**src/rtl/load_store_unit_pkg.sv**
```systemverilog
// Shared processor definitions used by the load/store unit: the LSU state
// encoding, the register-file geometry, and a helper that decides whether a
// destination pointer names a writable general register.
package load_store_unit_pkg;

  // Load/store unit sequencing states.
  typedef enum logic [1:0] {
    IDLE  = 2'd0,
    STORE = 2'd1,
    LOAD  = 2'd2,
    WB    = 2'd3
  } lsu_state_e;

  // Register file: eight general registers (index 0 is the hard-wired zero
  // register) plus an overflow slot at index 8 that loads must never write.
  localparam int NUM_REGS = 9;
  localparam int OVF_IDX  = NUM_REGS - 1;

  localparam int ADDR_W = 8;
  localparam int DATA_W = 8;
  localparam int RD_W   = 5;

  // True when a load result may be written to register rd: never the zero
  // register, never the overflow slot or anything beyond it.
  function automatic logic rd_writable(input logic [RD_W-1:0] rd);
    return (rd != '0) && (rd < RD_W'(OVF_IDX));
  endfunction

endpackage : load_store_unit_pkg

```
**src/rtl/lsu_timer.sv**
```systemverilog
// Wait-cycle counter for the load/store unit. It is cleared when a memory
// access begins and advances once for every strobe cycle that ends without an
// acknowledge. 'expired' flags the cycle whose increment reaches TIMEOUT, so a
// strobe that is never acknowledged stays up for exactly TIMEOUT cycles.
module lsu_timer #(
  parameter int TIMEOUT = 15
) (
  input  logic clk,
  input  logic reset,
  input  logic clear,
  input  logic enable,
  output logic expired
);

  localparam int CNT_W = (TIMEOUT < 2) ? 1 : $clog2(TIMEOUT + 1);
  localparam logic [CNT_W-1:0] LAST = CNT_W'(TIMEOUT - 1);
  localparam logic [CNT_W-1:0] MAX  = CNT_W'(TIMEOUT);

  logic [CNT_W-1:0] count_q;
  logic [CNT_W-1:0] count_d;

  // Counter register; reset and clear both return it to zero.
  always_ff @(posedge clk) begin
    if (reset) begin
      count_q <= '0;
    end else begin
      count_q <= count_d;
    end
  end

  // Next count: clear wins, otherwise step while enabled, saturating at TIMEOUT.
  always_comb begin
    count_d = count_q;
    if (clear) begin
      count_d = '0;
    end else if (enable && (count_q != MAX)) begin
      count_d = count_q + 1'b1;
    end
  end

  // This cycle's missing acknowledge is the one that reaches TIMEOUT.
  always_comb begin
    expired = enable && (count_q == LAST);
  end

endmodule : lsu_timer

```
**src/rtl/load_store_unit.sv**
```systemverilog
// Single-outstanding load/store unit between the core and data memory.
//
// Handshake: the core's request transfers on a cycle where req_valid and
// req_ready are both high (req_ready is high only in IDLE); requests offered
// while busy are not queued. Toward memory, mem_we/mem_re are held until the
// cycle in which mem_ack is high; that cycle completes the access. If no
// acknowledge arrives within TIMEOUT strobe cycles the access is abandoned,
// the sticky err flag is set and no register write happens. Loads finish with
// one WB cycle that writes the register file unless rd is the zero register
// or outside the eight general registers.
module load_store_unit
  import load_store_unit_pkg::*;
#(
  parameter int TIMEOUT = 15
) (
  input  logic              clk,
  input  logic              reset,
  input  logic              req_valid,
  output logic              req_ready,
  input  logic              req_is_load,
  input  logic [ADDR_W-1:0] req_addr,
  input  logic [RD_W-1:0]   req_rd,
  input  logic [DATA_W-1:0] store_value,
  output logic [ADDR_W-1:0] mem_addr,
  output logic [DATA_W-1:0] mem_wdata,
  output logic              mem_we,
  output logic              mem_re,
  input  logic [DATA_W-1:0] mem_rdata,
  input  logic              mem_ack,
  output logic              rf_we,
  output logic [RD_W-1:0]   rf_ptr_w,
  output logic [DATA_W-1:0] rf_di,
  output logic              busy,
  output logic              err,
  output lsu_state_e        dbg_state
);

  lsu_state_e        state_q, state_d;
  logic [ADDR_W-1:0] addr_q, addr_d;
  logic [DATA_W-1:0] wdata_q, wdata_d;
  logic [DATA_W-1:0] rdata_q, rdata_d;
  logic [RD_W-1:0]   rd_q, rd_d;
  logic              err_q, err_d;

  logic accept;
  logic strobe;
  logic timer_clear;
  logic timer_en;
  logic timer_expired;

  assign accept      = req_valid && (state_q == IDLE);
  assign strobe      = (state_q == STORE) || (state_q == LOAD);
  // Starting a new access restarts the wait count.
  assign timer_clear = accept;
  // Only strobe cycles left unacknowledged count toward the timeout.
  assign timer_en    = strobe && !mem_ack;

  lsu_timer #(
    .TIMEOUT (TIMEOUT)
  ) u_timer (
    .clk     (clk),
    .reset   (reset),
    .clear   (timer_clear),
    .enable  (timer_en),
    .expired (timer_expired)
  );

  // State and captured request/response registers; reset aborts any access.
  always_ff @(posedge clk) begin
    if (reset) begin
      state_q <= IDLE;
      addr_q  <= '0;
      wdata_q <= '0;
      rdata_q <= '0;
      rd_q    <= '0;
      err_q   <= 1'b0;
    end else begin
      state_q <= state_d;
      addr_q  <= addr_d;
      wdata_q <= wdata_d;
      rdata_q <= rdata_d;
      rd_q    <= rd_d;
      err_q   <= err_d;
    end
  end

  // Next-state and register-capture logic.
  always_comb begin
    state_d = state_q;
    addr_d  = addr_q;
    wdata_d = wdata_q;
    rdata_d = rdata_q;
    rd_d    = rd_q;
    err_d   = err_q;
    unique case (state_q)
      IDLE: begin
        if (req_valid) begin
          addr_d  = req_addr;
          wdata_d = store_value;
          rd_d    = req_rd;
          err_d   = 1'b0;
          state_d = req_is_load ? LOAD : STORE;
        end
      end
      STORE: begin
        if (mem_ack) begin
          state_d = IDLE;
        end else if (timer_expired) begin
          err_d   = 1'b1;
          state_d = IDLE;
        end
      end
      LOAD: begin
        if (mem_ack) begin
          rdata_d = mem_rdata;
          state_d = WB;
        end else if (timer_expired) begin
          err_d   = 1'b1;
          state_d = IDLE;
        end
      end
      WB: begin
        state_d = IDLE;
      end
      default: begin
        state_d = IDLE;
      end
    endcase
  end

  // Outputs decoded from the current state; data ports show the held registers.
  always_comb begin
    req_ready = (state_q == IDLE);
    busy      = (state_q != IDLE);
    mem_we    = (state_q == STORE);
    mem_re    = (state_q == LOAD);
    rf_we     = (state_q == WB) && rd_writable(rd_q);
    mem_addr  = addr_q;
    mem_wdata = wdata_q;
    rf_ptr_w  = rd_q;
    rf_di     = rdata_q;
    err       = err_q;
    dbg_state = state_q;
  end

endmodule : load_store_unit

```
**config.mk**
```make
export PLATFORM = sky130hd
export DESIGN_NAME = load_store_unit
export DESIGN_NICKNAME = d
export VERILOG_FILES = /design/src/rtl/load_store_unit_pkg.sv /design/src/rtl/lsu_timer.sv /design/src/rtl/load_store_unit.sv
export SDC_FILE = /design/constraint.sdc
export NUM_CORES = 1
export LEC_CHECK = 0
export BUFFER_PORTS_ARGS = -buffer_cell sky130_fd_sc_hd__clkbuf_2
export CORE_MARGIN = 4
export CORE_UTILIZATION = 40
export DETAILED_ROUTE_END_ITERATION = 7
export GPL_ROUTABILITY_DRIVEN = 0
export MAX_ROUTING_LAYER = met4
export PLACE_DENSITY_LB_ADDON = 0.15
export SLEW_MARGIN = 20
export SYNTH_ARGS = -nofsm -noshare
export SYNTH_HDL_FRONTEND = slang
export SYNTH_SLANG_ARGS = --single-unit
```
**constraint.sdc**
```tcl
create_clock -name clk -period 1.85 [get_ports clk]
set_input_delay 0.185 -clock clk [delete_from_list [all_inputs] [get_ports clk]]
set_output_delay 0.185 -clock clk [all_outputs]
set_load 0.02 [all_outputs]
```
==> impl_metrics.env <==
export IMPL_vias_per_cell=4.84
export IMPL_synth_cell_types=32
export IMPL_async_flop_share_pct=0
export IMPL_post_route_util_pct=54.6
export IMPL_dieArea_um2=4900
export IMPL_io_pins=71
export IMPL_ys_warn_count=0
export IMPL_rsz0062_at_grt="no"
export IMPL_place_inst=291
export IMPL_max_slew_margin_rel_pct=71.9
export IMPL_hp_class="input port to flop"
export IMPL_path_class="flop to flop"
export IMPL_period_needed_ns=1.57
export IMPL_netlist_area_leader_share_pct=46.9
export IMPL_clk_pin_slew_ns=0.07
export IMPL_dr_total_vias=1447
export IMPL_cts_made_buffers=5
export IMPL_clk_latency_ns=0.28
export IMPL_grt_pass1_vias=1406
export IMPL_coreArea_um2=3690
export IMPL_power_density_nw_per_um2=1210
export IMPL_antenna_found_initial=0
export IMPL_worstSetupEndpointType="flop"
export IMPL_total_power_mw=2.45
export IMPL_h_tree_depth=2
export IMPL_hpwl_um=2730
export IMPL_synth_most_common_cell="nand2_1"
export IMPL_fmax_mhz=636
export IMPL_critPathLaunchType="flop"
export IMPL_ir_drop_mv=0.594
export IMPL_cp_required_ns=2.07
export IMPL_period_share_pct=85.0
export IMPL_routedWlPerCell_um=12.4
export IMPL_postCtsSetupBuffers=0
export IMPL_cts_tree="built"
export IMPL_crit_fanout=16
export IMPL_worst_pin_slew_ns=0.422
export IMPL_min_from="req_addr[5]"
export IMPL_yosys_top_cells_area="dfxtp_1, nand2_1, a21oi_1"
export IMPL_io_buffer_count=70
export IMPL_antenna_cells=0
export IMPL_final_cells=299
export IMPL_drcViolationCount=0
export IMPL_avgSynthCellArea_um2=8.59
export IMPL_synth_common_cells="nand2_1, dfxtp_1, a21oi_1, nand3_1, a21oi_2"
export IMPL_outcome="complete, no violations"
export IMPL_finalMaxSlewViolations=0
export IMPL_grt_pass1_wl_um=6290
export IMPL_setup_viol=0
export IMPL_root_buffer="clkbuf_8"
export IMPL_fin_skew_ns=0.00418
export IMPL_holdBufCountCts=0
export IMPL_wirelength_um=3710
export IMPL_grt_max_degree=23
export IMPL_fin_nets=290
export IMPL_layout_drive_gt1_share_pct=37.5
export IMPL_arrival_ns=1.79
export IMPL_placed_cell_area_um2=1910
export IMPL_row_count=22
export IMPL_grt_overflow_total=0
export IMPL_synth_ff_type="dfxtp_1"
export IMPL_yosysSeqAreaShare_pct=46.9
export IMPL_synth_edff_count=0
export IMPL_r2r_start="dbg_state[1]"
export IMPL_clock_sink_count=36
export IMPL_syn_nets=219
export IMPL_final_cell_area_um2=2010
export IMPL_power_leakage_nw=0.907
export IMPL_die_width_um=70
export IMPL_cts_buffer_depth=2
export IMPL_fp_dieH_um=70
export IMPL_synth_top_area_cell="dfxtp_1"
export IMPL_fin_tns_setup_ns=0
export IMPL_drt_antenna_violating_nets=0
export IMPL_synth_seq_cells=36
export IMPL_synth_area_um2=1540
export IMPL_area_delta_synth_final_pct=31.0
export IMPL_ctsResizeCount=0
export IMPL_synthCells=179
export IMPL_maxCapViolations=0
export IMPL_hold_violations=0
export IMPL_track_usage_pct=16.1
export IMPL_drtPass1Iterations=4
export IMPL_startpoint="dbg_state[1]"
export IMPL_initial_core_util_pct=41.7
export IMPL_drt_iter0_markers=100
## power by group
group          leakage (nW)  internal, mW  switching, mW
Sequential            0.294         0.876         0.0711
Clock                0.0552         0.400          0.271
Combinational         0.557         0.302          0.526
## state kept, by name, summed over array words and instances (netlist names)
register / flops
mem_wdata: 8
mem_addr: 8
rf_ptr_w: 5
err: 1
dbg_state: 2
rf_di: 8
u_timer.count_q: 4
## kinds of logic (layout without fill, tap and decap cells)
kind of cell,Yosys count,after routing,share of synthesized area (%)
AND/OR/NAND/NOR,80,80,23.7
adder cells (fa/ha/maj),6,6,4.88
AO/OA/AOI/OAI,40,40,17.1
buffers and inverters,15,87,6.10
flip-flops,36,36,46.9
multiplexers,2,2,1.38
## stage by stage
step	setup slack, ns	hold slack, ns
floorplan	0.185	0.278
global placement	0.320	0.411
detailed placement	0.289	0.416
CTS	0.265	0.106
global route	0.116	0.110
finish	0.278	0.117
## cell usage in the layout, fill, tap and decap left out
master	n
nor4b_1	2
and2_1	1
buf_4	5
nand3_1	12
a21oi_1	24
a2111oi_2	2
a21oi_2	7
nor4_1	2
o22ai_1	1
nand2b_4	1
mux2_2	1
a41oi_1	2
clkbuf_1	1
and3_1	1
clkinv_2	1
a21o_1	1
dfxtp_1	36
nor2_1	3
clkbuf_2	70
inv_1	4
and4b_1	1
nor3_1	3
and2b_4	1
nand2_1	52
bufinv_16	1
ha_1	6
mux2i_1	1
o21ai_0	1
nand2b_1	1
a211oi_1	2
clkbuf_8	5
## final timing paths
path	to	slack, ns	cells past startpoint
worst min register to register	rf_di[1]	0.45	2
worst min-delay path	mem_addr[5]	0.12	3
worst max-delay path	mem_addr[6]	0.28	6
worst max register to register	mem_addr[6]	0.28	6
## metal layers
layer,global-route usage [%],vias to the layer above,wire (µm)
met5,-,-,0
met4,5.32,0,64
met3,6.76,6,264
met2,25.6,42,1720
met1,18.3,649,1660
li1,-,750,-
## area by class of cell
| type | count | area, µm² |
|---|---|---|
| timing repair buffer | 75 | 388 |
| inverter | 4 | 15.0 |
| clock inverter | 2 | 35.0 |
| tap | 48 | 60.1 |
| multi-input combinational | 128 | 723 |
| fill | 390 | 1670 |
| sequential | 36 | 721 |
| clock buffer | 6 | 72.6 |
## worst max-delay path, stage by stage, from the launching register on
cell,delay (ns)
dfxtp_1,0.35
inv_1,0.10
ha_1,0.16
and2_1,0.39
buf_4,0.29
nand2_1,0.07
a21oi_1,0.13
Note: power is estimated with default switching activity, not from simulation.
